<file path="config.mk">
export PLATFORM = sky130hd
export DESIGN_NAME = fetch_stage_flat
export DESIGN_NICKNAME = d
export VERILOG_FILES = /design/src/rtl/core_pkg.sv /design/src/rtl/fetch_stage_if.sv /design/src/rtl/fetch_queue.sv /design/src/rtl/fetch_stage.sv /design/src/flat_wrapper.sv
export SDC_FILE = /design/constraint.sdc
export NUM_CORES = 1
export LEC_CHECK = 0
export BUFFER_PORTS_ARGS = -buffer_cell sky130_fd_sc_hd__clkbuf_2
export CORE_UTILIZATION = 64
export DETAILED_ROUTE_END_ITERATION = 10
export HOLD_SLACK_MARGIN = 0.03
export PLACE_DENSITY = 0.85
export SLEW_MARGIN = 20
export SYNTH_ARGS = -nofsm -noshare
export SYNTH_HDL_FRONTEND = slang
export SYNTH_HIERARCHICAL = 1
export SYNTH_SLANG_ARGS = --single-unit
export TNS_END_PERCENT = 1
</file>
<file path="constraint.sdc">
create_clock -name clk -period 10.95 [get_ports clk]
set_clock_uncertainty 0.2 [all_clocks]
set_input_delay 0.5475 -clock clk [delete_from_list [all_inputs] [get_ports clk]]
set_output_delay 0.5475 -clock clk [all_outputs]
set_load 0.005 [all_outputs]
</file>
<file path="src/rtl/core_pkg.sv">
// Shared core definitions: widths, NOP encoding, reset PC and opcodes.
// Also carries the fetch queue entry layout used by fetch and decode.
package core_pkg;

    localparam int XLEN = 32;

    localparam logic [XLEN-1:0] NOP_INSTR    = 32'h0000_0013;
    localparam logic [XLEN-1:0] RESET_PC_DEF = 32'h0000_0000;

    localparam logic [6:0] OP_LUI    = 7'b0110111;
    localparam logic [6:0] OP_AUIPC  = 7'b0010111;
    localparam logic [6:0] OP_JAL    = 7'b1101111;
    localparam logic [6:0] OP_JALR   = 7'b1100111;
    localparam logic [6:0] OP_BRANCH = 7'b1100011;
    localparam logic [6:0] OP_LOAD   = 7'b0000011;
    localparam logic [6:0] OP_STORE  = 7'b0100011;
    localparam logic [6:0] OP_IMM    = 7'b0010011;
    localparam logic [6:0] OP_REG    = 7'b0110011;

    typedef struct packed {
        logic [XLEN-1:0] instr;
        logic [XLEN-1:0] pc;
    } fq_entry_t;

    function automatic logic [XLEN-1:0] pc_plus4(
        input logic [XLEN-1:0] pc
    );
        return pc + XLEN'(4);
    endfunction

endpackage

</file>
<file path="src/rtl/fetch_stage_if.sv">
// Instruction memory request/response channel between fetch and imem.
// master = fetch stage, slave = memory.
interface fetch_stage_if;
    import core_pkg::*;

    logic            imem_req_valid;
    logic            imem_req_ready;
    logic [XLEN-1:0] imem_req_addr;
    logic            imem_rsp_valid;
    logic [XLEN-1:0] imem_rsp_data;

    modport master (
        output imem_req_valid,
        output imem_req_addr,
        input  imem_req_ready,
        input  imem_rsp_valid,
        input  imem_rsp_data
    );

    modport slave (
        input  imem_req_valid,
        input  imem_req_addr,
        output imem_req_ready,
        output imem_rsp_valid,
        output imem_rsp_data
    );

endinterface

</file>
<file path="src/rtl/fetch_queue.sv">
// Synchronous DEPTH-entry FIFO with push/pop/clear and occupancy count.
// Used for the returned-instruction queue and for the PC-tag queue.
module fetch_queue #(
    parameter int DEPTH = 4,
    parameter int W     = 64
) (
    input  logic                   clk,
    input  logic                   reset,
    input  logic                   i_clear,
    input  logic                   i_push,
    input  logic [W-1:0]           i_data,
    input  logic                   i_pop,
    output logic [W-1:0]           o_data,
    output logic [$clog2(DEPTH):0] o_count
);

    localparam int AW = $clog2(DEPTH);
    localparam logic [AW:0] FULL = (AW+1)'(DEPTH);

    logic [W-1:0]  r_mem [DEPTH];
    logic [AW-1:0] r_rd;
    logic [AW-1:0] r_wr;
    logic [AW:0]   r_count;

    logic w_push;
    logic w_pop;

    assign w_push = i_push && (r_count != FULL);
    assign w_pop  = i_pop && (r_count != '0);

    always_ff @(posedge clk) begin
        if (w_push) begin
            r_mem[r_wr] <= i_data;
        end
    end

    always_ff @(posedge clk) begin
        if (reset || i_clear) begin
            r_rd    <= '0;
            r_wr    <= '0;
            r_count <= '0;
        end else begin
            if (w_push) begin
                r_wr <= r_wr + 1'b1;
            end
            if (w_pop) begin
                r_rd <= r_rd + 1'b1;
            end
            r_count <= r_count + (AW+1)'(w_push)
                               - (AW+1)'(w_pop);
        end
    end

    assign o_data  = r_mem[r_rd];
    assign o_count = r_count;

endmodule

</file>
<file path="src/rtl/fetch_stage.sv">
// Instruction fetch stage: PC, imem requests, fetch queue, decode register.
// Optional FETCH_PERF_EN adds fetched/dropped/bubble counters.
module fetch_stage
    import core_pkg::*;
#(
    parameter int              DEPTH    = 4,
    parameter logic [XLEN-1:0] RESET_PC = RESET_PC_DEF
) (
    input  logic              clk,
    input  logic              reset,
    fetch_stage_if.master     imem,
    input  logic              redirect_valid,
    input  logic [XLEN-1:0]   redirect_pc,
    input  logic              StallD,
    input  logic              FlushD,
    output logic              ValidD,
    output logic [XLEN-1:0]   InstrD,
    output logic [XLEN-1:0]   PCD,
    output logic [XLEN-1:0]   PCPlus4D
`ifdef FETCH_PERF_EN
    ,
    output logic [31:0]       perf_fetched,
    output logic [31:0]       perf_dropped,
    output logic [31:0]       perf_bubbles
`endif
);

    localparam int CW = $clog2(DEPTH) + 1;
    // Stale responses can pile up across back-to-back redirects.
    localparam int DW = CW + 3;
    localparam logic [CW:0] LIM = (CW+1)'(DEPTH);

    logic [XLEN-1:0] r_pc;
    logic [DW-1:0]   r_discard;
    logic            r_valid_d;
    logic [XLEN-1:0] r_instr_d;
    logic [XLEN-1:0] r_pc_d;
    logic [XLEN-1:0] r_pc4_d;

    logic [CW-1:0]   w_out_cnt;
    logic [CW-1:0]   w_q_cnt;
    logic [XLEN-1:0] w_tag;
    fq_entry_t       w_head;
    fq_entry_t       w_push_e;
    logic            w_req_valid;
    logic            w_fire;
    logic            w_rsp;
    logic            w_drop;
    logic            w_accept;
    logic            w_q_empty;
    logic            w_pop;
    logic            w_bubble;

    assign w_rsp       = imem.imem_rsp_valid;
    assign w_q_empty   = (w_q_cnt == '0);
    assign w_req_valid = !reset && !redirect_valid
                      && (({1'b0, w_out_cnt} + {1'b0, w_q_cnt}) < LIM);
    assign w_fire      = w_req_valid && imem.imem_req_ready;
    assign w_drop      = w_rsp && (redirect_valid || (r_discard != '0));
    assign w_accept    = w_rsp && !w_drop;
    assign w_pop       = !redirect_valid && !StallD && !FlushD && !w_q_empty;
    assign w_bubble    = !redirect_valid && !StallD && !FlushD && w_q_empty;

    assign imem.imem_req_valid = w_req_valid;
    assign imem.imem_req_addr  = r_pc;

    assign w_push_e.instr = imem.imem_rsp_data;
    assign w_push_e.pc    = w_tag;

    // PC of each live in-flight request, in issue order.
    fetch_queue #(.DEPTH(DEPTH), .W(XLEN)) u_tag_q (
        .clk     (clk),
        .reset   (reset),
        .i_clear (redirect_valid),
        .i_push  (w_fire),
        .i_data  (r_pc),
        .i_pop   (w_accept),
        .o_data  (w_tag),
        .o_count (w_out_cnt)
    );

    fetch_queue #(.DEPTH(DEPTH), .W($bits(fq_entry_t))) u_fetch_q (
        .clk     (clk),
        .reset   (reset),
        .i_clear (redirect_valid),
        .i_push  (w_accept),
        .i_data  (w_push_e),
        .i_pop   (w_pop),
        .o_data  (w_head),
        .o_count (w_q_cnt)
    );

    always_ff @(posedge clk) begin
        if (reset) begin
            r_pc <= RESET_PC;
        end else if (redirect_valid) begin
            r_pc <= {redirect_pc[XLEN-1:2], 2'b00};
        end else if (w_fire) begin
            r_pc <= pc_plus4(r_pc);
        end
    end

    // Every request still in flight at a redirect becomes stale.
    always_ff @(posedge clk) begin
        if (reset) begin
            r_discard <= '0;
        end else if (redirect_valid) begin
            r_discard <= r_discard + DW'(w_out_cnt) - DW'(w_rsp);
        end else if (w_drop) begin
            r_discard <= r_discard - 1'b1;
        end
    end

    always_ff @(posedge clk) begin
        if (reset) begin
            r_valid_d <= 1'b0;
            r_instr_d <= NOP_INSTR;
            r_pc_d    <= '0;
            r_pc4_d   <= '0;
        end else if (redirect_valid || (!StallD && (FlushD || w_q_empty))) begin
            r_valid_d <= 1'b0;
            r_instr_d <= NOP_INSTR;
        end else if (!StallD) begin
            r_valid_d <= 1'b1;
            r_instr_d <= w_head.instr;
            r_pc_d    <= w_head.pc;
            r_pc4_d   <= pc_plus4(w_head.pc);
        end
    end

    assign ValidD   = r_valid_d;
    assign InstrD   = r_instr_d;
    assign PCD      = r_pc_d;
    assign PCPlus4D = r_pc4_d;

`ifdef FETCH_PERF_EN
    logic [31:0] r_perf_fetched;
    logic [31:0] r_perf_dropped;
    logic [31:0] r_perf_bubbles;

    always_ff @(posedge clk) begin
        if (reset) begin
            r_perf_fetched <= '0;
            r_perf_dropped <= '0;
            r_perf_bubbles <= '0;
        end else begin
            r_perf_fetched <= r_perf_fetched + 32'(w_accept);
            r_perf_dropped <= r_perf_dropped + 32'(w_drop);
            r_perf_bubbles <= r_perf_bubbles + 32'(w_bubble);
        end
    end

    assign perf_fetched = r_perf_fetched;
    assign perf_dropped = r_perf_dropped;
    assign perf_bubbles = r_perf_bubbles;
`endif

endmodule

</file>
<file path="src/flat_wrapper.sv">
// flat-port wrapper written by rule: the top's interface ports become plain ports
module fetch_stage_flat import core_pkg::*;
#(
    parameter int              DEPTH    = 4,
    parameter logic [XLEN-1:0] RESET_PC = RESET_PC_DEF
)
  (clk, reset, redirect_valid, redirect_pc, StallD, FlushD, ValidD, InstrD, PCD, PCPlus4D, imem_imem_req_valid, imem_imem_req_addr, imem_imem_req_ready, imem_imem_rsp_valid, imem_imem_rsp_data);
  fetch_stage_if imem_i ();
  input  logic clk;
  input  logic reset;
  input  logic redirect_valid;
  input  logic [XLEN-1:0] redirect_pc;
  input  logic StallD;
  input  logic FlushD;
  output logic ValidD;
  output logic [XLEN-1:0] InstrD;
  output logic [XLEN-1:0] PCD;
  output logic [XLEN-1:0] PCPlus4D;
  output wire logic [$bits(imem_i.imem_req_valid)-1:0] imem_imem_req_valid;
  output wire logic [$bits(imem_i.imem_req_addr)-1:0] imem_imem_req_addr;
  input wire logic [$bits(imem_i.imem_req_ready)-1:0] imem_imem_req_ready;
  input wire logic [$bits(imem_i.imem_rsp_valid)-1:0] imem_imem_rsp_valid;
  input wire logic [$bits(imem_i.imem_rsp_data)-1:0] imem_imem_rsp_data;
  assign imem_imem_req_valid = imem_i.imem_req_valid;
  assign imem_imem_req_addr = imem_i.imem_req_addr;
  assign imem_i.imem_req_ready = imem_imem_req_ready;
  assign imem_i.imem_rsp_valid = imem_imem_rsp_valid;
  assign imem_i.imem_rsp_data = imem_imem_rsp_data;
  fetch_stage #(.DEPTH(DEPTH), .RESET_PC(RESET_PC)) u_core (.clk(clk), .reset(reset), .imem(imem_i), .redirect_valid(redirect_valid), .redirect_pc(redirect_pc), .StallD(StallD), .FlushD(FlushD), .ValidD(ValidD), .InstrD(InstrD), .PCD(PCD), .PCPlus4D(PCPlus4D));
endmodule
</file>
Word level (Yosys, flattened, before mapping)
Memories as Yosys holds them, arrays and structs flattened. A register that Yosys moved wholly into a read port is not among the register bits. Index checks and enable logic that the tools add are counted.

Output and inout bits: 130. Memory bits (writable): 384. Word-level logic and storage cells: 78. Register bits: 149. Memories: 2.

Memories: u_core.u_fetch_q.r_mem (words 4, width 64, rd ports 1, clocked after memory_dff 1, write ports 1, RTL line fetch_queue.sv:20) `logic [W-1:0] r_mem [DEPTH];`; u_core.u_tag_q.r_mem (words 4, width 32, rd ports 1, clocked after memory_dff 1, write ports 1, RTL line fetch_queue.sv:20).

Equal/unequal tests: 2. Multiplexer cells: 12. Reduce and logical (&&, ||, !) cells: 32. $add $sub $neg: 14. $lt $le $gt $ge: 1. Bitwise logic cells: 2.

Operators with widths (count): adder 32 x 3 -> 32 bit (second input constant) (2); two-way mux 32 bit (2); logical AND 1 bit (13); two-way mux 6 bit (2); adder 2 x 1 -> 2 bit (second input constant) (4); two-way mux 2 bit (4); adder 3 x 1 -> 3 bit (2); adder 6 x 3 -> 6 bit (1); zero test 1 bit (6); != test 3 bit (second input constant) (2); nonzero test 3 bit (2); nonzero test 6 bit (1); subtractor 3 x 1 -> 3 bit (2); subtractor 6 x 1 -> 6 bit (1); subtractor 6 x 1 -> 6 bit (second input constant) (1); adder 3 x 3 -> 4 bit (1); logical OR 1 bit (4); less-than comparator 4 x 3 -> 1 bit (second input constant) (1); two-way mux 1 bit (4); nonzero test 2 bit (2); OR reduction 2 bit (2); zero test 3 bit (1); inverter 1 bit (2); AND reduction 2 bit (1).

Depth between registers and ports, before layout
Gate-level depths: netlist of the first run.

Depth in word-level cells: 8. Gate-level depth with buffers: 14. Gate-level depth less buffers: 13.

Modules after synthesis
Netlist of the first run, hierarchy kept.

Modules (own cells, without submodules): fetch_queue (u_core.u_fetch_q) (area each 9764.4 um^2, times used 1, cells each 379, sequential area each 7867.5 um^2); fetch_stage (area each 6336.1 um^2, times used 1, cells each 766, sequential area each 2622.5 um^2); fetch_queue (u_core.u_tag_q) (area each 5114.9 um^2, times used 1, cells each 212, sequential area each 4023.9 um^2).

Worst setup path after synthesis of the first run
OpenSTA, ideal clock, no wires.

Path type: input to register. Start: in redirect_valid. End: mem u_core.u_fetch_q.r_mem[0][0] (enable). Stages on the path: 5. Path slack: 7.103 ns. Path buffers: 3. Setup time: 0.429 ns. Arrival time: 3.218 ns. Path through: clkbuf_1 clkbuf_1 buf_1 nor3b_1 and3_1.

Word-level cells in the longest chain between the ends: 7.

Ends and longest elaborated chain: start, declared (RTL line flat_wrapper.sv:11) `input logic redirect_valid;`; logical OR 1 bit (RTL line fetch_stage.sv:59) `assign w_drop = w_rsp && (redirect_valid || (r_discard != '0));`; logical AND 1 bit (RTL line fetch_stage.sv:59); zero test 1 bit (RTL line fetch_stage.sv:60) `assign w_accept = w_rsp && !w_drop;`; logical AND 1 bit (RTL line fetch_stage.sv:60); named net u_core.w_accept (RTL line fetch_stage.sv:49) `logic w_accept;`; logical AND 1 bit (RTL line fetch_queue.sv:28) `assign w_push = i_push && (r_count != FULL);`; two-way mux 1 bit (RTL line fetch_queue.sv:32) `if (w_push) begin`; two-way mux 1 bit (implied by the code) (RTL line fetch_queue.sv:33) `r_mem[r_wr] <= i_data;`; end, declared (RTL line fetch_queue.sv:20).

The timed path passes the listed nets, and every way through them passes these cells.

Worst setup path after layout of the first run
Start: reg u_core.u_fetch_q.r_count[2], in the netlist u_core/u_fetch_q/o_count[2]. End: reg u_core.u_tag_q.r_count[2], in the netlist u_core/u_tag_q/o_count[2].

Word-level cells in the longest chain between the ends: 7.

Ends and longest elaborated chain: start, declared (RTL line fetch_queue.sv:23) `logic [AW:0] r_count;`; start signal, assigned (RTL line fetch_queue.sv:49) `r_count <= r_count + (AW+1)'(w_push)`; adder 3 x 3 -> 4 bit (RTL line fetch_stage.sv:57) `&& (({1'b0, w_out_cnt} + {1'b0, w_q_cnt}) < LIM);`; less-than comparator 4 x 3 -> 1 bit (RTL line fetch_stage.sv:57); logical AND 1 bit (RTL line fetch_stage.sv:57); logical AND 1 bit (RTL line fetch_stage.sv:58) `assign w_fire = w_req_valid && imem.imem_req_ready;`; logical AND 1 bit (RTL line fetch_queue.sv:28); adder 3 x 1 -> 3 bit (RTL line fetch_queue.sv:49); subtractor 3 x 1 -> 3 bit (RTL line fetch_queue.sv:50) `- (AW+1)'(w_pop);`; end signal, assigned (RTL line fetch_queue.sv:49); end, declared (RTL line fetch_queue.sv:23).

No other way between the ends. A chain may end at the register's enable or synchronous reset.

==> results.yml, run 1 <==
drt:
  detail-route-antenna-nets: 0
  wl_per_cell_um: 22.9
  via_per_inst: 6.19
  drt-pass1-iter-count: 5
  drt-total-wl_um: 47900
  first_iter_violations: 1308
  vias: 12900
  drc: 0
critical_path:
  crit_top_cell: "ha_1"
  reg2reg_from: "u_core/u_fetch_q/o_count[2]$_SDFF_PP0_"
  path_delay_family: "simple AND/OR/NAND/NOR gates"
  critPathKind: "reg -> reg"
  endpoint_kind: "flop"
  rrSetupSlack_ns: 6.68
  cp.required_ns: 11.23
  start_kind: "flop"
  critPathArrivalTime_ns: 4.55
  critPathLaunch: "u_core/u_fetch_q/o_count[2]$_SDFF_PP0_"
  r2r_cells: 13
  endpoint: "u_core/u_tag_q/o_count[2]$_SDFF_PP0_"
  path_buf_inv: 3
  cp.depth: 13
  r2r-end: "u_core/u_tag_q/o_count[2]$_SDFF_PP0_"
  slowest_delay_ns: 0.75
  crit_fanout: 32
  worst_path_max_delay_cell: "nand4_2"
  path_cells: "ha_1 > nor3_1 > nand4_2 > inv_2 > nand2_2 > ha_1 > inv_1 > ha_1 > inv_1 > fa_1 > xnor2_1 > xnor2_1 > and2_1"
synthesis:
  synth-main-ff-cell: "edfxtp_1"
  synth_cell_types: 68
  ys_async_sr_fraction_pct: 0
  avgSynthCellArea_sq_um: 15.6
  ys_seq_elements: 533
  syn_inst: 1357
  seq_area_frac_synth_pct: 68.4
  synth_edf_count: 384
  yosys_warnings: 6
  netlist_area_sq_um: 21200
hold_path:
  hold_path.class: "in -> reg"
global_routing:
  gr-total-overflow: 0
  grt_pass1_wl_um: 73700
  antenna_found_initial: 0
  grt_pass1_vias: 13200
  grt_use_total_pct: 28.9
  grt_max_degree: 91
pwr:
  ir_drop_v: 0.000130
  p_leak_nw: 8.59
  p_per_area_nw_per_um2: 177
timing:
  fmax_ghz: 0.234
  finalHoldViolations: 0
  maxSlewHeadroom_pct: 30.7
  drv_slew: 0
  fin_crit_ns: 4.27
  timing.final.crit_share_pct: 39.0
  worst_slew_pin_slew_ns: 1.04
  rsz0062_at_grt: "no"
  finalSetupViolations: 0
  tns_ns: 0
floorplanning:
  pin_count: 201
  initial_core_util_pct: 65.2
  rows: 66
  die_height_um: 184
  die_w_um: 184
  core_area_sq_um: 32500
  dieArea_sq_um: 33900
clock_network:
  cts_resized: 0
  clock_sinks: 533
  clk_pin_slew_ns: 0.07
  clock_latency_ns: 0.58
  cts_tree: "built"
  cts_buffer_depth: 3
  numCtsBuffers: 51
  htree_levels: 2
  hold_buffers: 47
  cts_setup_buffers: 0
  cts_root_buffer: "clkbuf_16"
placement:
  io_buffers: 196
  dp.final_hpwl_um: 26900
  gp_congestion: 0.870
  placed_area_sq_um: 22500
run:
  cap_violations: 0
finish:
  area_growth_pct: 16.7
  nets: 1708
  n_antenna_cell: 0
  finalInstanceArea_sq_um: 24800
  drive_above_1_share_pct: 25.2
outcome:
  outcome: "complete, no violations"
[cells in the mapped netlist, drive strengths merged, types with 4 or more instances]
library cell / n / area share (%)
a211oi: 32 / 1.1
nor4: 9 / 0.44
nor2b: 9 / 0.27
inv: 38 / 0.67
or3: 5 / 0.15
a211o: 4 / 0.17
o21ai: 22 / 0.52
a21oi: 56 / 1.3
dfxtp: 149 / 14
nor3: 20 / 0.52
nand3b: 4 / 0.14
nand2: 116 / 2.1
and2: 9 / 0.27
mux4: 96 / 10
and4: 5 / 0.21
nor2: 84 / 1.5
xor2: 24 / 0.99
edfxtp: 384 / 54
a31oi: 17 / 0.50
ha: 29 / 1.7
o21a: 4 / 0.14
buf: 34 / 1.5
xnor2: 24 / 0.99
and3: 11 / 0.32
clkbuf: 37 / 0.66
nand3: 28 / 0.68
mux2i: 33 / 1.6
a32oi: 6 / 0.25
nand4: 27 / 0.88
[area by class of cell]
| class | count | area [sq um] |
|---|---|---|
| Sequential cell | 533 | 14500 |
| Fill cell | 1805 | 7770 |
| Multi-Input combinational cell | 724 | 6140 |
| Timing Repair Buffer | 257 | 1560 |
| Clock buffer | 76 | 1540 |
| Tap cell | 442 | 553 |
| Clock inverter | 20 | 305 |
| Inverter | 38 | 143 |
[state kept, by name, summed over array words and instances, names as in the netlist, named ones only]
| register | flops |
|---|---|
| u_core/u_fetch_q/o_count | 3 |
| u_core/PCPlus4D | 30 |
| u_core/u_fetch_q/r_wr | 2 |
| u_core/u_tag_q/r_rd | 2 |
| u_core/u_tag_q/o_count | 3 |
| u_core/u_fetch_q/r_mem | 256 |
| u_core/ValidD | 1 |
| u_core/u_tag_q/r_wr | 2 |
| u_core/imem.imem_req_addr | 30 |
| u_core/r_discard | 6 |
| u_core/PCD | 32 |
| u_core/u_tag_q/r_mem | 128 |
| u_core/u_fetch_q/r_rd | 2 |
| u_core/InstrD | 32 |
[power by group]
| group | internal (mW) | leakage, nW | switching [mW] |
|---|---|---|---|
| Clock | 1.14 | 0.900 | 0.744 |
| Sequential | 2.20 | 4.70 | 0.0361 |
| Combinational | 0.112 | 3.00 | 0.144 |
[metrics by stage]
stage	util [%]	total power [mW]	setup slack [ns]	hold slack, ns	instances
2_1_floorplan	-	2.43	7.10	0.247	1366
3_3_place_gp	69.0	2.50	6.67	0.235	1947
3_5_place_dp	69.0	2.52	6.64	0.247	1947
4_1_cts	76.1	4.40	6.78	0.0304	2090
5_1_grt	76.1	4.51	6.42	0.0559	2090
6_report	76.1	4.38	6.68	0.0632	2090
[cell families (layout without fill, tap and decap cells)]
logic type               Yosys count  after routing  synth area share, %
AO/OA/AOI/OAI                    163            163                 4.87
XOR/XNOR                          48             48                 1.98
adder cells (fa/ha/maj)           32             32                 1.99
buffers and inverters            109            391                 2.85
flip-flops                       533            533                 68.4
multiplexers                     131            131                 12.0
other                              1             10               0.0177
AND/OR/NAND/NOR                  340            340                 7.92
[placed cells by master (no fill, tap or decap), types with 29 or more instances in the layout]
cell type / instances
dfxtp_1: 145
nor2_1: 84
inv_1: 36
a211oi_1: 32
nand2_1: 114
a21oi_1: 56
clkbuf_2: 195
ha_1: 29
clkbuf_16: 53
edfxtp_1: 384
dlygate4sd3_1: 47
mux2i_1: 33
mux4_2: 90
[how the worst min path moves through the flow]
stage | start | endpoint | slack [ns] | cells after the start
final | redirect_pc[4] | u_core/imem.imem_req_addr[4]$_SDFFE_PP0P_ | 0.06 | 3
after global routing | redirect_pc[26] | u_core/imem.imem_req_addr[26]$_SDFFE_PP0P_ | 0.06 | 3
after CTS | redirect_pc[24] | u_core/imem.imem_req_addr[24]$_SDFFE_PP0P_ | 0.03 | 3
after detailed placement | u_core/PCD[26]$_SDFFE_PP0P_ | u_core/PCD[26]$_SDFFE_PP0P_ | 0.25 | 2
after global placement | u_core/ValidD$_SDFFE_PP0N_ | u_core/ValidD$_SDFFE_PP0N_ | 0.24 | 2
after floorplan | u_core/ValidD$_SDFFE_PP0N_ | u_core/ValidD$_SDFFE_PP0N_ | 0.25 | 2
[worst reg2reg max path: cells and delay by family, from the launching register on]
| family | cells | cell delay [ns] |
|---|---|---|
| xor+xnor | 2 | 0.29 |
| simple gates | 4 | 1.34 |
| flops | 1 | 0.48 |
| buf+inv | 3 | 0.77 |
| fa+ha+maj | 4 | 1.10 |
[metal layers]
| metal | wire, um | part of all wire, % | vias to the layer above | global-route usage (%) |
|---|---|---|---|---|
| met1 | 18200 | 38 | 6463 | 36.5 |
| met2 | 24300 | 51 | 679 | 50.0 |
| met4 | 1220 | 2.6 | 0 | 9.80 |
| met5 | 0 | 0 | - | 0 |
| li1 | - | - | 5698 | - |
| met3 | 4130 | 8.6 | 102 | 5.94 |
No activity file was read; power rests on OpenSTA's default activity.
==> run 2: changes to the inputs <==
--- a/config.mk
+++ b/config.mk
@@ -6,10 +6,10 @@
 export NUM_CORES = 1
 export LEC_CHECK = 0
 export BUFFER_PORTS_ARGS = -buffer_cell sky130_fd_sc_hd__clkbuf_2
-export CORE_UTILIZATION = 64
+export CORE_UTILIZATION = 53
 export DETAILED_ROUTE_END_ITERATION = 10
 export HOLD_SLACK_MARGIN = 0.03
-export PLACE_DENSITY = 0.85
+export PLACE_DENSITY = 0.75
 export SLEW_MARGIN = 20
 export SYNTH_ARGS = -nofsm -noshare
 export SYNTH_HDL_FRONTEND = slang
==> constraint.sdc (replaced) <==
create_clock -name clk -period 3.9 [get_ports clk]
set_clock_uncertainty 0.2 [all_clocks]
set_input_delay 0.195 -clock clk [delete_from_list [all_inputs] [get_ports clk]]
set_output_delay 0.195 -clock clk [all_outputs]
set_load 0.005 [all_outputs]
==> run 2 against run 1 <==
Effect of this change: setup slack worse by 6.3 ns; critical path depth down 6; power rose to 2.8 times the previous value; final cell count up 6.6%; global-route usage down 6.1 points; clock power rose to 2.8 times the previous value; fmax up 20%; wire length down 3.2%; first-iteration DRC count down 19%; clock-buffer cell count down 9; flip-flop and latch count unchanged; design area up 2.7%; critical path type unchanged; critical endpoint is now u_core/imem.imem_req_addr[24]$_SDFFE_PP0P_.
==> results.yml, run 2 (synthesis gave the netlist of run 1 again) <==
finish:
  n_antenna_cell: 0
  multi_input_area_sq_um: 6140
  fill_cells: 2667
  final_cell_mix: "edfxtp_1, clkbuf_2, dfxtp_1"
  nets: 1770
  largest_reg_flops: 256
  ff_latch_area_sq_um: 14500
  mostFrequentLayoutCell: "edfxtp_1"
  reg_top3: "u_core/u_fetch_q/r_mem (256), u_core/u_tag_q/r_mem (128)"
  drive_above_1_share_pct: 24.4
  stdcell_count: 2228
  area_growth_pct: 20.0
  regMostFlops: "u_core/u_fetch_q/r_mem"
drt:
  wl_per_cell_um: 20.8
  detail-route-antenna-nets: 0
  drc: 0
  vias: 12900
  drt-total-wl_um: 46300
  via_per_inst: 5.79
  first_iter_violations: 1060
  drt-pass1-iter-count: 7
critical_path:
  path_cells: "ha_1 > nand4_1 > nor2_1 > nand3_2 > or3_1 > a31oi_1 > dlygate4sd3_1"
  worst_path_max_delay_cell: "nor2_1"
  slowest_delay_ns: 0.74
  reg2reg_from: "u_core/imem.imem_req_addr[2]$_SDFFE_PP0P_"
  critPathLaunch: "u_core/imem.imem_req_addr[2]$_SDFFE_PP0P_"
  critPathKind: "reg -> reg"
  crit_fanout: 12
  critPathArrivalTime_ns: 3.88
  endpoint_kind: "flop"
  start_kind: "flop"
  cp.required_ns: 4.23
floorplanning:
  core_area_sq_um: 39100
  rows: 72
  pin_count: 201
  initial_core_util_pct: 54.3
  dieArea_sq_um: 40800
  die_w_um: 202
  die_height_um: 202
hold_path:
  hold_path.class: "in -> reg"
  hp-start: "StallD"
timing:
  maxSlewHeadroom_pct: 38.2
  drv_slew: 0
  worst_slew_pin_slew_ns: 0.924
  tns_ns: 0
  fmax_ghz: 0.281
  rsz0062_at_grt: "no"
  timing.final.crit_share_pct: 91.1
  finalSetupViolations: 0
  finalHoldViolations: 0
  fin_crit_ns: 3.55
clock_network:
  cts_tree: "built"
  numCtsBuffers: 52
  clk_pin_slew_ns: 0.06
  clock_sinks: 533
  cts_buffer_depth: 3
  htree_levels: 2
  clock_latency_ns: 0.59
  cts_resized: 0
  cts_root_buffer: "clkbuf_16"
pwr:
  p_leak_nw: 8.89
  pwr-share-comb_pct: 6.3
  ir_drop_v: 0.000374
  power_frac_clock_pct: 42.6
  power.switching_mw: 2.65
  seq_power_share_pct: 51.2
  p_per_area_nw_per_um2: 482
  swShare_pct: 21.6
  internal-power_mw: 9.62
run:
  cap_violations: 0
placement:
  dp.final_hpwl_um: 27900
  place_inst: 2033
  gp_congestion: 0.817
  io_buffers: 196
global_routing:
  grt_use_total_pct: 22.8
  gr-max-usage-layer: "met2"
  gr-total-overflow: 0
  grt.met1_usage_pct: 31.3
  grt_pass1_vias: 12800
  grt_max_degree: 90
  grt_pass1_wl_um: 71500
  use_met2_pct: 37.4
  met3_usage_pct: 3.76
  antenna_found_initial: 0
outcome:
  outcome: "complete, no violations"
==> run 2: routing by layer <==
layer / up-vias / wire (um)
li1: 5836 / -
met1: 6453 / 19800
met2: 529 / 22200
met3: 82 / 3200
met4: 0 / 1120
met5: - / 0
==> run 2: power by group through the flow <==
stage	clock [mW]	sequential [mW]	combinational (mW)
floorplan	0	6.37	0.457
global placement	0	6.39	0.647
detailed placement	0	6.40	0.665
CTS	5.31	6.28	0.756
global route	5.55	6.29	0.840
finish	5.22	6.28	0.768
==> run 2: area by class of cell <==
cell class,instances,area share (%)
clock buffer,67,5.62
clock inverter,30,1.47
inverter,38,0.560
multi-input combinational,724,24.1
sequential,533,57.1
tap,518,2.55
timing repair buffer,318,8.62
==> run 2: metrics by stage <==
| stage | area (sq um) | hold slack, ns | power, mW | util [%] | setup slack (ns) |
|---|---|---|---|---|---|
| detailed placement | 22700 | 0.218 | 7.06 | 58.0 | 0.835 |
| CTS | 25400 | 0.0383 | 12.3 | 65.1 | 0.547 |
| floorplan | 21200 | 0.0661 | 6.83 | - | 0.406 |
| global placement | 22700 | 0.209 | 7.03 | 58.0 | 0.937 |
| finish | 25400 | 0.0775 | 12.3 | 65.1 | 0.345 |
| global route | 25400 | 0.122 | 12.7 | 65.1 | 0.189 |
==> run 2: path summary, 6_finish.rpt <==
| kind | end | slack, ns | depth (start not counted) |
|---|---|---|---|
| worst max-delay path | u_core/imem.imem_req_addr[24]$_SDFFE_PP0P_ | 0.35 | 7 |
| worst min-delay path | flop | 0.08 | 7 |
| worst max register to register | u_core/imem.imem_req_addr[24]$_SDFFE_PP0P_ | 0.35 | 7 |
| worst min register to register | u_core/PCD[27]$_SDFFE_PP0P_ | 0.25 | 2 |
==> run 2: what timing repair did <==
item / 4_1_cts / 5_1_grt
hold buffers: 98 / 0
hold endpoints to repair: 166 / 0
setup buffers: 0 / 0
==> run 2: worst max-delay path, delay by kind of cell, from the launching register on <==
kind            cells  cell delay [ns]
compound gates      1             0.18
fa+ha+maj           1             0.36
flops               1             0.60
simple gates        4             1.57
buf+inv             1             0.57
